[config.mk]
export PLATFORM = sky130hd
export DESIGN_NAME = ram_fifo
export DESIGN_NICKNAME = d
export VERILOG_FILES = /design/src/rtl/ram_fifo.sv
export SDC_FILE = /design/constraint.sdc
export NUM_CORES = 1
export LEC_CHECK = 0
export CAP_MARGIN = 20
export CORE_ASPECT_RATIO = 1.25
export CORE_UTILIZATION = 50
export DETAILED_ROUTE_END_ITERATION = 10
export PLACE_DENSITY = 0.74
export RECOVER_POWER = 100
export SYNTH_ARGS = -nofsm -noshare
export SYNTH_HDL_FRONTEND = slang
export SYNTH_SLANG_ARGS = --single-unit
[constraint.sdc]
create_clock -name C -period 2.3 [get_ports C]
set_input_delay 0.69 -clock C [delete_from_list [all_inputs] [get_ports C]]
set_output_delay 0.69 -clock C [all_outputs]
set_load 0.005 [all_outputs]
[src/rtl/ram_fifo.sv]
// Parametrised N-word x W-bit queue on an enable-gated flip-flop array, with count,
// full/empty status and sticky overflow/underflow flags. Define RAM_FIFO_PEEK_EN to add PA/PY peek.
module ram_fifo #(
  parameter int N = 8,
  parameter int W = 4,
  localparam int G = $clog2(N),
  localparam int K = $clog2(N + 1)
) (
  input  logic         C,
  input  logic         nR,
  input  logic         CLR,
  input  logic         WR,
  input  logic         RD,
  input  logic [W-1:0] D,
`ifdef RAM_FIFO_PEEK_EN
  input  logic [G-1:0] PA,
  output logic [W-1:0] PY,
`endif
  output logic [W-1:0] Y,
  output logic         EMPTY,
  output logic         FULL,
  output logic [K-1:0] CNT,
  output logic         OVF,
  output logic         UNF
);

  localparam logic [G-1:0] LAST  = G'(N - 1);
  localparam logic [K-1:0] DEPTH = K'(N);

  logic [W-1:0] r_mem [N];
  logic [G-1:0] r_head;
  logic [G-1:0] r_tail;
  logic [K-1:0] r_cnt;
  logic         r_ovf;
  logic         r_unf;

  logic w_full;
  logic w_empty;
  logic w_run;
  logic w_push;
  logic w_pop;

  function automatic logic [G-1:0] wrap_inc(input logic [G-1:0] p);
    return (p == LAST) ? '0 : p + G'(1);
  endfunction

  assign w_full  = (r_cnt == DEPTH);
  assign w_empty = (r_cnt == '0);
  assign w_run   = nR & ~CLR;
  // When full, a simultaneous pop frees the slot the push lands in (tail == head).
  assign w_push  = WR & (~w_full | RD);
  assign w_pop   = RD & ~w_empty;

  // Storage carries no reset; a word is only written when its decoded tail enable fires.
  for (genvar i = 0; i < N; i++) begin : g_word
    always_ff @(posedge C) begin
      if (w_run && w_push && (r_tail == G'(i))) begin
        r_mem[i] <= D;
      end
    end
  end

  always_ff @(posedge C) begin
    if (!nR || CLR) begin
      r_head <= '0;
      r_tail <= '0;
      r_cnt  <= '0;
      r_ovf  <= 1'b0;
      r_unf  <= 1'b0;
    end else begin
      if (w_push) r_tail <= wrap_inc(r_tail);
      if (w_pop)  r_head <= wrap_inc(r_head);
      if (w_push && !w_pop) begin
        r_cnt <= r_cnt + K'(1);
      end else if (w_pop && !w_push) begin
        r_cnt <= r_cnt - K'(1);
      end
      if (WR && w_full && !RD) r_ovf <= 1'b1;
      if (RD && w_empty)       r_unf <= 1'b1;
    end
  end

  assign Y     = w_empty ? '0 : r_mem[r_head];
  assign EMPTY = w_empty;
  assign FULL  = w_full;
  assign CNT   = r_cnt;
  assign OVF   = r_ovf;
  assign UNF   = r_unf;

`ifdef RAM_FIFO_PEEK_EN
  localparam logic [G:0] DEPTH_X = (G + 1)'(N);

  logic [G:0]   w_psum;
  logic [G-1:0] w_pidx;

  // head + PA is below 2N, so a single conditional subtract gives the modulo.
  assign w_psum = {1'b0, r_head} + {1'b0, PA};
  assign w_pidx = G'((w_psum >= DEPTH_X) ? (w_psum - DEPTH_X) : w_psum);
  assign PY     = (K'(PA) < r_cnt) ? r_mem[w_pidx] : '0;
`endif

endmodule

== Word-level counts from Yosys, hierarchy flattened ==
Memories as Yosys holds them, arrays and structs flattened. A register that Yosys moved wholly into a read port is not among the register bits.
Cells that the tools add are included.

* Register bits after elaboration: 12
* Memory bits (writable): 32
* Bits of input ports: 9
* Output and inout port bits: 12
* Word-level logic and storage cells: 99
* Memories kept: 1

{| class="wikitable"
|+ Memory list
! name !! depth !! bits a word !! read ports !! clocked after memory_dff !! wr ports !! RTL line !! RTL
|-
| r_mem || 8 || 4 || 1 || 1 || 1 || 30 || <nowiki>logic [W-1:0] r_mem [N];</nowiki>
|}

* $add $sub $neg: 4
* Equality and inequality tests: 9
* Muxes and demuxes: 44
* Bitwise gates (word level): 7
* Reduce and logical (&&, ||, !) cells: 29

{| class="wikitable"
|+ Operator list
! kind !! number
|-
| $mux W4 || 10
|-
| $mux W3 || 11
|-
| $reduce_or A4 Y1 || 7
|-
| $mux W1 || 23
|-
| $eq A3 B3 Y1 const B || 5
|-
| $logic_and A1 B1 Y1 || 14
|-
| $add A3 B1 Y3 const B || 2
|-
| $eq A3 B2 Y1 const B || 2
|-
| $add A4 B1 Y4 const B || 1
|-
| $eq A4 B4 Y1 const B || 1
|-
| $logic_not A1 Y1 || 4
|-
| $logic_not A4 Y1 || 1
|-
| $sub A4 B1 Y4 const B || 1
|-
| $and A1 B1 Y1 || 3
|-
| $eq A3 B1 Y1 const B || 1
|-
| $logic_not A3 Y1 || 1
|-
| $not A1 Y1 || 3
|-
| $reduce_bool A2 Y1 || 1
|-
| $logic_or A1 B1 Y1 || 1
|-
| $or A1 B1 Y1 || 1
|}

== Longest topological paths before layout ==
* Word-level depth: 16
* Mapped depth: 10

== Least setup slack after synthesis ==
No wires, ideal clock.

* Kind: register to register
* From: reg r_cnt[0] (netlist: CNT[0])
* To: reg r_cnt[3] (netlist: CNT[3])
* Setup time: 0.116 ns
* Arrival: 2.333 ns
* Path slack: -0.149 ns
* Cell stages (with the launch flop): 10
* Path buffers: 0
* Period minus slack after synthesis: 2.449 ns
* Cell sequence: dfxtp_1 > or4b_4 > o21a_4 > ha_1 > inv_1 > ha_1 > a21oi_1 > a211o_1 > a211oi_1 > a31o_2

* Cells in the longest elaborated chain, start to end: 7
* Elaborated cells on any way between the ends: 16
* Those cells by class: add/sub: 2; eq/ne: 1; mux: 2; bitwise: 5; reduce/logical: 6

{| class="wikitable"
|+ Ends and longest elaborated chain
! what !! RTL line !! RTL
|-
| start: declaration || 33 || <nowiki>logic [K-1:0] r_cnt;</nowiki>
|-
| start signal: assignment || 74 || <nowiki>r_cnt <= r_cnt + K'(1);</nowiki>
|-
| start signal: assignment || 76 || <nowiki>r_cnt <= r_cnt - K'(1);</nowiki>
|-
| $eq A4 B4 Y1 (*) || 47 || <nowiki>assign w_full = (r_cnt == DEPTH);</nowiki>
|-
| $not A1 Y1 (*) || 51 || <nowiki>assign w_push = WR & (~w_full | RD);</nowiki>
|-
| $or A1 B1 Y1 (*) || 51 ||
|-
| $and A1 B1 Y1 (*) || 51 ||
|-
| net w_push || 40 || <nowiki>logic w_push;</nowiki>
|-
| $logic_not A1 Y1 || 75 || <nowiki>end else if (w_pop && !w_push) begin</nowiki>
|-
| $logic_and A1 B1 Y1 || 75 ||
|-
| $reduce_bool A2 Y1 (no line) || n/a ||
|}

Mark *: on every way through the listed nets, which the timed path passes. The rest lies on a longest branch. The select of a mux whose other input is x is not followed.
A chain may end at the register's enable or synchronous reset.

==> reports/results.txt <==
The flow ran to the end, but the final reports show violations. The final reports fail on setup timing. Clock-pin slew on the worst setup and hold paths: 0.08 ns.

The tree built by TritonCTS fans out to 47 sinks. Counting instances, the worst hold path has a depth of 2. STA classifies the critical path startpoint as a flip-flop. Setup violations remaining at the end of the flow were counted as 4.

The tree is rooted in a clkbuf_8. Derived from the worst setup path, the maximum achievable clock frequency is 416.6 MHz. Dividing the detail-routed wire length by the instance count gives 15.28 µm. Traced cell by cell, the critical path runs through buf_12 > buf_6 > mux4_2 > mux2i_1 > nor2_1 > buf_2.

The number of cells on the critical path was 6. The worst-margin pin slew is 0.6263 ns. Summed over all cells, the static leakage comes to 1.008 nW. Detailed routing inserted a total of 1245 vias. The worst path buffer plus inverter count was 3; the share of the synthesized area in the top cell type was 0.4723. In this run the worst path has a maximum fanout of 8. The gate count of the mapped netlist was 137. The HPWL after detailed placement is 2.652 mm.

When the netlist entered floorplanning its net count stood at 158. The run gives 4 as the first-pass iteration count of the detailed router. The number of max-slew violations in the final report is 0, and the overall power is 1.906 mW. Summed over all failing endpoints, the final setup total negative slack is -0.3342 ns. The floorplan has 25 rows. For the top-level port count, the log shows 21. For hold timing, the worst endpoint is OVF. The fraction of final layout cells sized beyond drive strength 1 is 0.3189, and the routability-driven placement congestion ratio is 0.7491. For the number of global-route vias before repair, the log shows 1279.

For the worst setup path, the data arrival time is 1.71 ns. Clock skew on the completed layout was measured at 0.009004 ns. In this run the horizontal extent of the chip is 59.06 µm. The min-delay analysis places its worst path in the category reg2reg.

TritonCTS built the clock tree. For the first-pass GRT wire length, the log shows 5.754 mm. Dividing total power by cell area gives a power density of 729.8 nW/µm². Sorting the synthesized cells by area gives the leading types as edfxtp_1, dfxtp_1, mux4_2. Each instance of the synthesized netlist takes up on average 14.85 µm².

Port buffering added 20 buffers. Most common cell after layout, fill and taps aside: edfxtp_1. The die outline height works out to 73.32 µm. For this block, the initial DRC count from the detailed router was 41.

The full die area was 4330 µm²; the number of synthesis warnings was 0. The total overflow left after global routing is 0. The dominant delay contributor by cell family on the critical path is multiplexers.

At the end of the flow, the number of nets in the layout was 205. After synthesis the netlist holds a flip-flop and latch count of 47. The detail route stage leaves a number of antenna-violating nets equal to 0. The number of vias per cell is 5.209. The reg-to-reg critical path startpoint is CNT[2]. Wires add up to 3.652 mm.

The number of buffers added by the clock tree synthesis step is 5. The largest stage delay on the critical path works out to 0.49 ns. For the area of the mapped netlist, the log shows 2034 µm². Across all register-to-register paths, the minimum setup slack is 0 ns. Hold path startpoint: OVF. The kind of end point of the critical path is an output pin. In the layout the commonest cells are edfxtp_1, nor2_1, buf_4. The number of diodes is 0. The distinct cell type count after synthesis was 29.

The worst setup path is of the reg2out kind. The post-route minimum period was 2.401 ns. For the total placed cells including tap cells, the log shows 221. The sequential element share of the synthesized area was 0.6199; the utilization of the core after routing was 0.6787. The final non-filler cell total is 239, and the part of the cycle the worst path needs is 1.044.

Max-cap violation count: 0. The effective utilization at floorplan was 0.5288. Setup repair after global routing could not meet its margin everywhere. The core region is 3847 µm². From synthesis to final layout, the design area changed by 28.35%. The maximum ir drop on the vdd rail is 0.4653 mV, and the worst relative slew slack is 0.5825.

For the clock insertion delay at the later pin of the skew report, the log shows 0.30 ns. Worst setup margin: -0.1006 ns. For the count of unresolved DRC violations after routing, the log shows 0. The critical-path cell with the highest stage delay was mux4_2. Global-route total usage across every layer: 0.1929.

Post-synthesis cell type with the largest combined area: edfxtp_1. STA puts the critical path data required time at 1.61 ns. In this run the critical register-to-register path is captured at CNT[3]. The path depth of the worst reg2reg path came out at 9. The run gives 2 as the largest buffer count on any clock path. The hold violation total from the final report was 0. The H-tree was split into 2 levels. The logs give 16 for the largest net degree at the start of global routing and 0 for the number of antenna violations at the first check in global routing.
-- area by class of cell --
type                    instances  area [µm²]
flip-flops and latches         47        1271
fillers                       289        1236
multi-input cells              78       742.0
repair buffers                 46       392.9
clock buffers                   5       68.82
well taps                      54       67.56
clock inverters                 3       43.79
inverters                       6       25.02
-- worst max path at each step --
stage	start	end
after floorplan	CNT[2]	CNT[3]
after global placement	RD	CNT[3]
after detailed placement	RD	CNT[3]
after CTS	flip-flop	Y[1]
after global routing	flip-flop	Y[1]
final	flip-flop	Y[1]
-- flip-flops by register name (all words and copies together) (netlist names), named ones only --
register	cells
CNT	4
UNF	1
OVF	1
r_tail	3
r_head	3
r_mem	32
-- per-layer routing --
| metal | GRT usage | routed length, µm | up-vias |
|---|---|---|---|
| li1 | - | - | 602 |
| met2 | 0.3359 | 1951 | 32 |
| met4 | 0.1190 | 119 | 0 |
| met3 | 0.04754 | 153 | 11 |
| met5 | 0 | 0 | - |
| met1 | 0.2074 | 1428 | 600 |
-- worst register-to-register path: stages (launching register included) --
cell and delay, ns:
dfxtp_4 0.34, or4b_4 0.54, o21a_2 0.25, ha_4 0.17
inv_4 0.07, ha_4 0.20, a21oi_2 0.16, a211o_1 0.17
a211oi_2 0.07, a31o_2 0.23
-- logic make-up (layout without fill, tap and decap cells) --
logic type                 after synthesis  in the layout  share of synthesized area
DFF                                     47             47                     0.6199
and+or+nand+nor                         37             37                    0.09901
muxes                                   16             16                     0.1279
adders and majority gates               12             12                    0.07749
buffers and inverters                   12             60                    0.02644
AOI/OAI and AO/OA                       11             11                    0.04059
xor gates and xnor gates                 2              2                   0.008612
-- cells in the mapped netlist (all sizes together) --
master / instances
or3b: 1
mux4: 8
nor4: 1
a21oi: 6
clkbuf: 4
nor2: 18
edfxtp: 32
o21a: 1
mux2i: 8
ha: 11
fa: 1
xor2: 1
and2: 2
a211oi: 2
a31o: 1
buf: 2
nand2b: 2
or3: 1
nand3: 2
xnor2: 1
nor3b: 1
dfxtp: 15
or4b: 1
and3: 6
a211o: 1
nand2: 2
inv: 6
-- where the power goes --
part / switching (mW) / internal (mW)
sequential: 0.0111 / 0.921
combinational: 0.169 / 0.206
clock: 0.275 / 0.324
total: 0.455 / 1.45
-- metrics by stage --
step	hold WS [ns]	setup slack, ns	instance area (µm²)
after floorplan	0.4496	0.001949	2093
after global placement	0.4553	-0.3069	2462
after detailed placement	0.4680	-0.3561	2462
after CTS	0.4928	-0.1402	2624
after global routing	0.5253	-0.1625	2611
final	0.4767	-0.1006	2611
-- timing repair --
action / 4_1_cts / 5_1_grt
hold buffers: 0 / 0
setup buffers: 7 / 3
pin swaps: 8 / 10
resized for setup: 25 / 3
endpoints found under the setup margin: 7 / 6
No activity file was read; power rests on OpenSTA's default activity.
